==> src/rtl/serial_pkg.sv <==
// rtl/serial_pkg.sv - shared types and constants for the serializer/collector pair
//
// Purpose: state encoding for the word collector FSM and the default serial
// word length shared with the transmit-side bit-serializer.
package serial_pkg;

  typedef enum logic {
    IDLE,
    COLLECT
  } collect_state_t;

  localparam int SERIAL_WORD_W = 20;

endpackage

==> src/rtl/out_slot_reg.sv <==
// rtl/out_slot_reg.sv - one-entry ready/valid holding register with overrun flag
//
// Purpose: holds the most recently completed word until the consumer takes it.
// A new word arriving while the slot is full and not being consumed is dropped
// and recorded in a sticky overrun flag.
//
// Ports:
//   clk, reset     clock, asynchronous active-high reset
//   load_valid     a completed word is offered this cycle
//   load_word      the completed word
//   out_ready      consumer accepts out_word this cycle
//   clr_overrun    clears the sticky overrun flag (a same-cycle set wins)
//   out_word       held word
//   out_valid      out_word is unconsumed
//   overrun        sticky: a completed word was dropped
module out_slot_reg #(
  parameter int WIDTH = 20
) (
  input  logic             clk,
  input  logic             reset,
  input  logic             load_valid,
  input  logic [WIDTH-1:0] load_word,
  input  logic             out_ready,
  input  logic             clr_overrun,
  output logic [WIDTH-1:0] out_word,
  output logic             out_valid,
  output logic             overrun
);

  logic [WIDTH-1:0] word_q, word_d;
  logic             valid_q, valid_d;
  logic             overrun_q, overrun_d;
  logic             consume;
  logic             drop;

  assign consume = valid_q & out_ready;

  always_comb begin
    word_d    = word_q;
    valid_d   = valid_q;
    drop      = 1'b0;
    if (load_valid) begin
      // A consume in the same cycle frees the slot, so back-to-back words
      // stream through without a bubble.
      if (!valid_q || consume) begin
        word_d  = load_word;
        valid_d = 1'b1;
      end else begin
        drop = 1'b1;
      end
    end else if (consume) begin
      valid_d = 1'b0;
    end

    if (drop) begin
      overrun_d = 1'b1;
    end else if (clr_overrun) begin
      overrun_d = 1'b0;
    end else begin
      overrun_d = overrun_q;
    end
  end

  always_ff @(posedge clk or posedge reset) begin
    if (reset) begin
      word_q    <= '0;
      valid_q   <= 1'b0;
      overrun_q <= 1'b0;
    end else begin
      word_q    <= word_d;
      valid_q   <= valid_d;
      overrun_q <= overrun_d;
    end
  end

  assign out_word  = word_q;
  assign out_valid = valid_q;
  assign overrun   = overrun_q;

endmodule

==> src/rtl/serial_word_collector.sv <==
// rtl/serial_word_collector.sv - reassembles an LSB-first serial stream into words
//
// Purpose: collects WIDTH bits following an explicit start strobe into a word
// and hands completed words to a one-entry ready/valid output slot.
//
// Ports:
//   clk, reset     clock, asynchronous active-high reset
//   in_valid       in_bit (and in_start) are valid this cycle
//   in_bit         serial data bit
//   in_start       in_bit is bit 0 of a new word
//   out_ready      consumer accepts out_word this cycle
//   clr_overrun    clears the sticky overrun flag
//   out_word       assembled word, bit i = i-th bit after start
//   out_valid      out_word holds an unconsumed word
//   busy           a word is partially collected
//   overrun        sticky: a completed word was dropped
module serial_word_collector
  import serial_pkg::*;
#(
  parameter int WIDTH = SERIAL_WORD_W
) (
  input  logic             clk,
  input  logic             reset,
  input  logic             in_valid,
  input  logic             in_bit,
  input  logic             in_start,
  input  logic             out_ready,
  input  logic             clr_overrun,
  output logic [WIDTH-1:0] out_word,
  output logic             out_valid,
  output logic             busy,
  output logic             overrun
);

  localparam int CNT_W = $clog2(WIDTH);
  localparam logic [CNT_W-1:0] LAST_IDX = CNT_W'(WIDTH - 1);

  collect_state_t   state_q, state_d;
  logic [CNT_W-1:0] idx_q, idx_d;
  logic [WIDTH-1:0] bits_q, bits_d;
  logic             complete;
  logic [WIDTH-1:0] complete_word;

  // The final bit goes straight to the output slot alongside the bits already
  // stored, so the word is available one edge after its last bit.
  assign complete_word = {in_bit, bits_q[WIDTH-2:0]};

  always_comb begin
    state_d  = state_q;
    idx_d    = idx_q;
    bits_d   = bits_q;
    complete = 1'b0;
    if (in_valid) begin
      if (in_start) begin
        // Start always (re)aligns; a partial word is abandoned silently.
        bits_d[0] = in_bit;
        idx_d     = CNT_W'(1);
        state_d   = COLLECT;
      end else if (state_q == COLLECT) begin
        // Bits are written by index, so leftovers of an aborted word are
        // always overwritten before the word can complete.
        bits_d[idx_q] = in_bit;
        if (idx_q == LAST_IDX) begin
          idx_d    = '0;
          state_d  = IDLE;
          complete = 1'b1;
        end else begin
          idx_d = idx_q + CNT_W'(1);
        end
      end
    end
  end

  always_ff @(posedge clk or posedge reset) begin
    if (reset) begin
      state_q <= IDLE;
      idx_q   <= '0;
      bits_q  <= '0;
    end else begin
      state_q <= state_d;
      idx_q   <= idx_d;
      bits_q  <= bits_d;
    end
  end

  assign busy = (state_q == COLLECT);

  out_slot_reg #(
    .WIDTH(WIDTH)
  ) u_out_slot (
    .clk        (clk),
    .reset      (reset),
    .load_valid (complete),
    .load_word  (complete_word),
    .out_ready  (out_ready),
    .clr_overrun(clr_overrun),
    .out_word   (out_word),
    .out_valid  (out_valid),
    .overrun    (overrun)
  );

endmodule

==> config.mk <==
export PLATFORM = sky130hd
export DESIGN_NAME = serial_word_collector
export DESIGN_NICKNAME = d
export VERILOG_FILES = /design/src/rtl/serial_pkg.sv /design/src/rtl/out_slot_reg.sv /design/src/rtl/serial_word_collector.sv
export SDC_FILE = /design/constraint.sdc
export NUM_CORES = 1
export LEC_CHECK = 0
export ABC_AREA = 1
export CORE_AREA = 4 4 83 85
export CTS_CLUSTER_SIZE = 20
export DETAILED_ROUTE_END_ITERATION = 12
export DIE_AREA = 0 0 87 89
export DONT_BUFFER_PORTS = 1
export HOLD_SLACK_MARGIN = 0.03
export RECOVER_POWER = 50
export SYNTH_ARGS = -nofsm -noshare
export SYNTH_HDL_FRONTEND = slang
export SYNTH_SLANG_ARGS = --single-unit
==> constraint.sdc <==
create_clock -name clk -period 1.5 [get_ports clk]
set_input_delay 0.225 -clock clk [delete_from_list [all_inputs] [get_ports clk]]
set_output_delay 0.225 -clock clk [all_outputs]
set_load 0.02 [all_outputs]
==> flow_summary.ini <==
[global_routing]
use_met2_pct = 20.57
use_met3_pct = 4.147
grt-busiest-layer = met2
grt_pass1_vias = 1625
grt_pass1_wl_microns = 7755
globalRouteMet1Util_pct = 16.21
grt_use_total_pct = 12.73
overflow = 0
antenna_found_initial = 0
grt_start_max_net_pins = 48

[cts]
clock_latency_ns = 0.30
clock_sinks = 47
cts_tree = built
clk_pin_slew_worst_paths_ns = 0.08
cts_htree_levels = 2
clk_path_buf_depth = 2
cts-root-buf = clkbuf_8
cts_buffers = 5

[die]
dieHeight_microns = 89
core_sq_um = 6205
initial_utilization_pct = 34.26
rows = 29
dieArea_sq_um = 7743
die_x_microns = 87
io_pins = 30

[route]
antenna_left = 0
wl_per_cell_microns = 12.83
first_pass_iters = 5
drc = 0
viasPerCell = 4.738
vias = 1611
wl_microns = 4362
drtIter0Drc = 127

[timing]
fmax_mhz = 719.1
fin_crit_sh_pct = 92.71
hold_ws_ns = 0.06662
tightestPinTransition_ns = 0.6335
grt_setup_unrepaired = true
drv_slew = 0
slew_headroom_pct = 57.77
period_minus_slack_ns = 1.391
setup_violations = 0
skew_ns = 0.004871
finalHoldViolations = 0

[finish]
syn_to_final_growth_pct = 12.07
n_antenna_cell = 0
final_core_util_pct = 38.39
finalInstanceArea_sq_um = 2382
fillers = 632
drive_gt1_share_pct = 10.27
finalNetCount = 273

[synthesis]
syn_nets = 260
synth_cells = 249
synth-seq-cells = 47
syn_area_sq_um = 2126
ys_seq_area_share_pct = 55.33
yosysUniqueCellTypes = 18
syn_avg_cell_area_sq_um = 8.537
yosysWarnings = 0

[worst_setup_path]
critPathRequiredTime_ns = 1.70
startpoint_type = flop
cp-end-kind = flop
r2r_end = u_out_slot.out_word[13]
ff2ff_setup_slack_ns = 0.11
path_class = reg2reg
r2r-start = idx_q[1]
cp-endpoint = u_out_slot.out_word[13]
rr_worst_depth = 6
crit_fanout = 21
crit_path_start = idx_q[1]
critPathArrivalTime_ns = 1.59

[worst_hold_path]
hold_path_class = in2reg

[place]
io_buffer_count = 0
dpl.hpwl_microns = 3126
place.gp.congestion = 0.8696
dpl_cell_area_sq_um = 2252

[outcome]
outcome = finished clean

[power_and_ir_drop]
peakVddDrop_mv = 0.5231
p_per_area_nw_per_um2 = 1037
p_leak_nw = 1.238

[flow_run]
max-cap-violations = 0
## worst min path at each step
stage                            from                       to  slack [ns]  cells after the start
after floorplan           clr_overrun       u_out_slot.overrun        0.32                      1
after global placement          reset       u_out_slot.overrun        0.17                      2
after detailed placement        reset       u_out_slot.overrun        0.17                      2
after CTS                      in_bit  u_out_slot.out_word[19]        0.05                      2
after global routing           in_bit  u_out_slot.out_word[19]        0.05                      2
final                          in_bit  u_out_slot.out_word[19]        0.07                      2
## layout make-up
| cell class | count | area (sq um) | area share, % |
|---|---|---|---|
| inverters | 22 | 82.58 | 3.466 |
| well taps | 77 | 96.34 | 4.044 |
| multi-input cells | 171 | 814.5 | 34.19 |
| clock inverters | 3 | 18.77 | 0.7878 |
| repair buffers | 15 | 125.1 | 5.252 |
| flip-flops and latches | 47 | 1176 | 49.37 |
| clock buffers | 5 | 68.82 | 2.889 |
## worst max-delay path: stages (launching register included)
cell,delay (ns)
dfrtp_1,0.41
ha_2,0.23
nand4_4,0.13
nor2_4,0.24
nand2_8,0.14
nand2_1,0.10
nand2_1,0.05
## kinds of logic (layout without fill, tap and decap cells)
logic type	after synthesis	in the layout	share of synthesized area, %
AO/OA/AOI/OAI	27	27	6.357
adder cells (fa/ha/maj)	4	4	2.354
buffers and inverters	31	45	7.298
flip-flops	47	47	55.33
AND/OR/NAND/NOR	140	140	28.66
## cell usage in the layout, fill, tap and decap left out
| cell | instances |
|---|---|
| a21oi_1 | 5 |
| buf_4 | 10 |
| buf_6 | 2 |
| clkbuf_4 | 1 |
| clkbuf_8 | 5 |
| clkinv_1 | 1 |
| clkinv_2 | 2 |
| dfrtp_1 | 47 |
| dlygate4sd3_1 | 2 |
| ha_1 | 3 |
| ha_2 | 1 |
| inv_1 | 20 |
| inv_2 | 1 |
| inv_6 | 1 |
| nand2_1 | 93 |
| nand2_8 | 1 |
| nand3_1 | 29 |
| nand3_2 | 1 |
| nand4_1 | 6 |
| nand4_4 | 1 |
| nor2_1 | 6 |
| nor2_4 | 1 |
| nor3_1 | 2 |
| o21ai_0 | 22 |
## synth_stat cells
cell	number	area share, %
a21oi_1	5	1.2
nand4_1	6	1.8
ha_1	4	2.4
clkbuf_1	3	0.53
nand2_4	1	0.53
nand2_1	93	16
dfrtp_1	47	55
nand3_1	29	6.8
clkbuf_2	1	0.24
buf_6	5	2.6
o21ai_0	22	5.2
inv_1	21	3.7
nor2_1	6	1.1
nor3_1	2	0.47
nand4_2	1	0.59
inv_2	1	0.18
nor2_4	1	0.53
nand3_2	1	0.47
## where the power goes
| group | internal [mW] | total, mW | switching, mW |
|---|---|---|---|
| clock network | 0.328 | 0.754 | 0.426 |
| logic | 0.109 | 0.280 | 0.171 |
| registers | 1.37 | 1.44 | 0.0663 |
| total | 1.81 | 2.47 | 0.663 |
## flip-flops by register name, indices dropped and copies added (netlist names)
signal and flops:
bits_q 19, busy 1, u_out_slot.overrun 1, u_out_slot.out_word 20, idx_q 5, u_out_slot.out_valid 1
## per-layer routing
metal / wire (microns) / vias up
li1: - / 823
met1: 1939 / 750
met2: 2159 / 36
met3: 238 / 2
met4: 25 / 0
met5: 0 / -
## repair_timing
| action | CTS | global route |
|---|---|---|
| hold endpoints to repair | 48 | 0 |
| hold buffers | 2 | 0 |
| buffers inserted | 0 | 1 |
| gates resized for setup | 0 | 5 |
| endpoints found under the setup margin | 0 | 22 |
## metrics by stage
step                worst slack, ns  TNS [ns]  power, mW  cells
floorplan                    0.1091         0      1.646    249
global placement             0.1514         0      1.725    329
detailed placement           0.1123         0      1.737    329
CTS                         0.09627         0      2.511    339
global route               -0.02112  -0.05704      2.634    340
finish                       0.1093         0      2.472    340
Power figures use the tool's default switching activity.
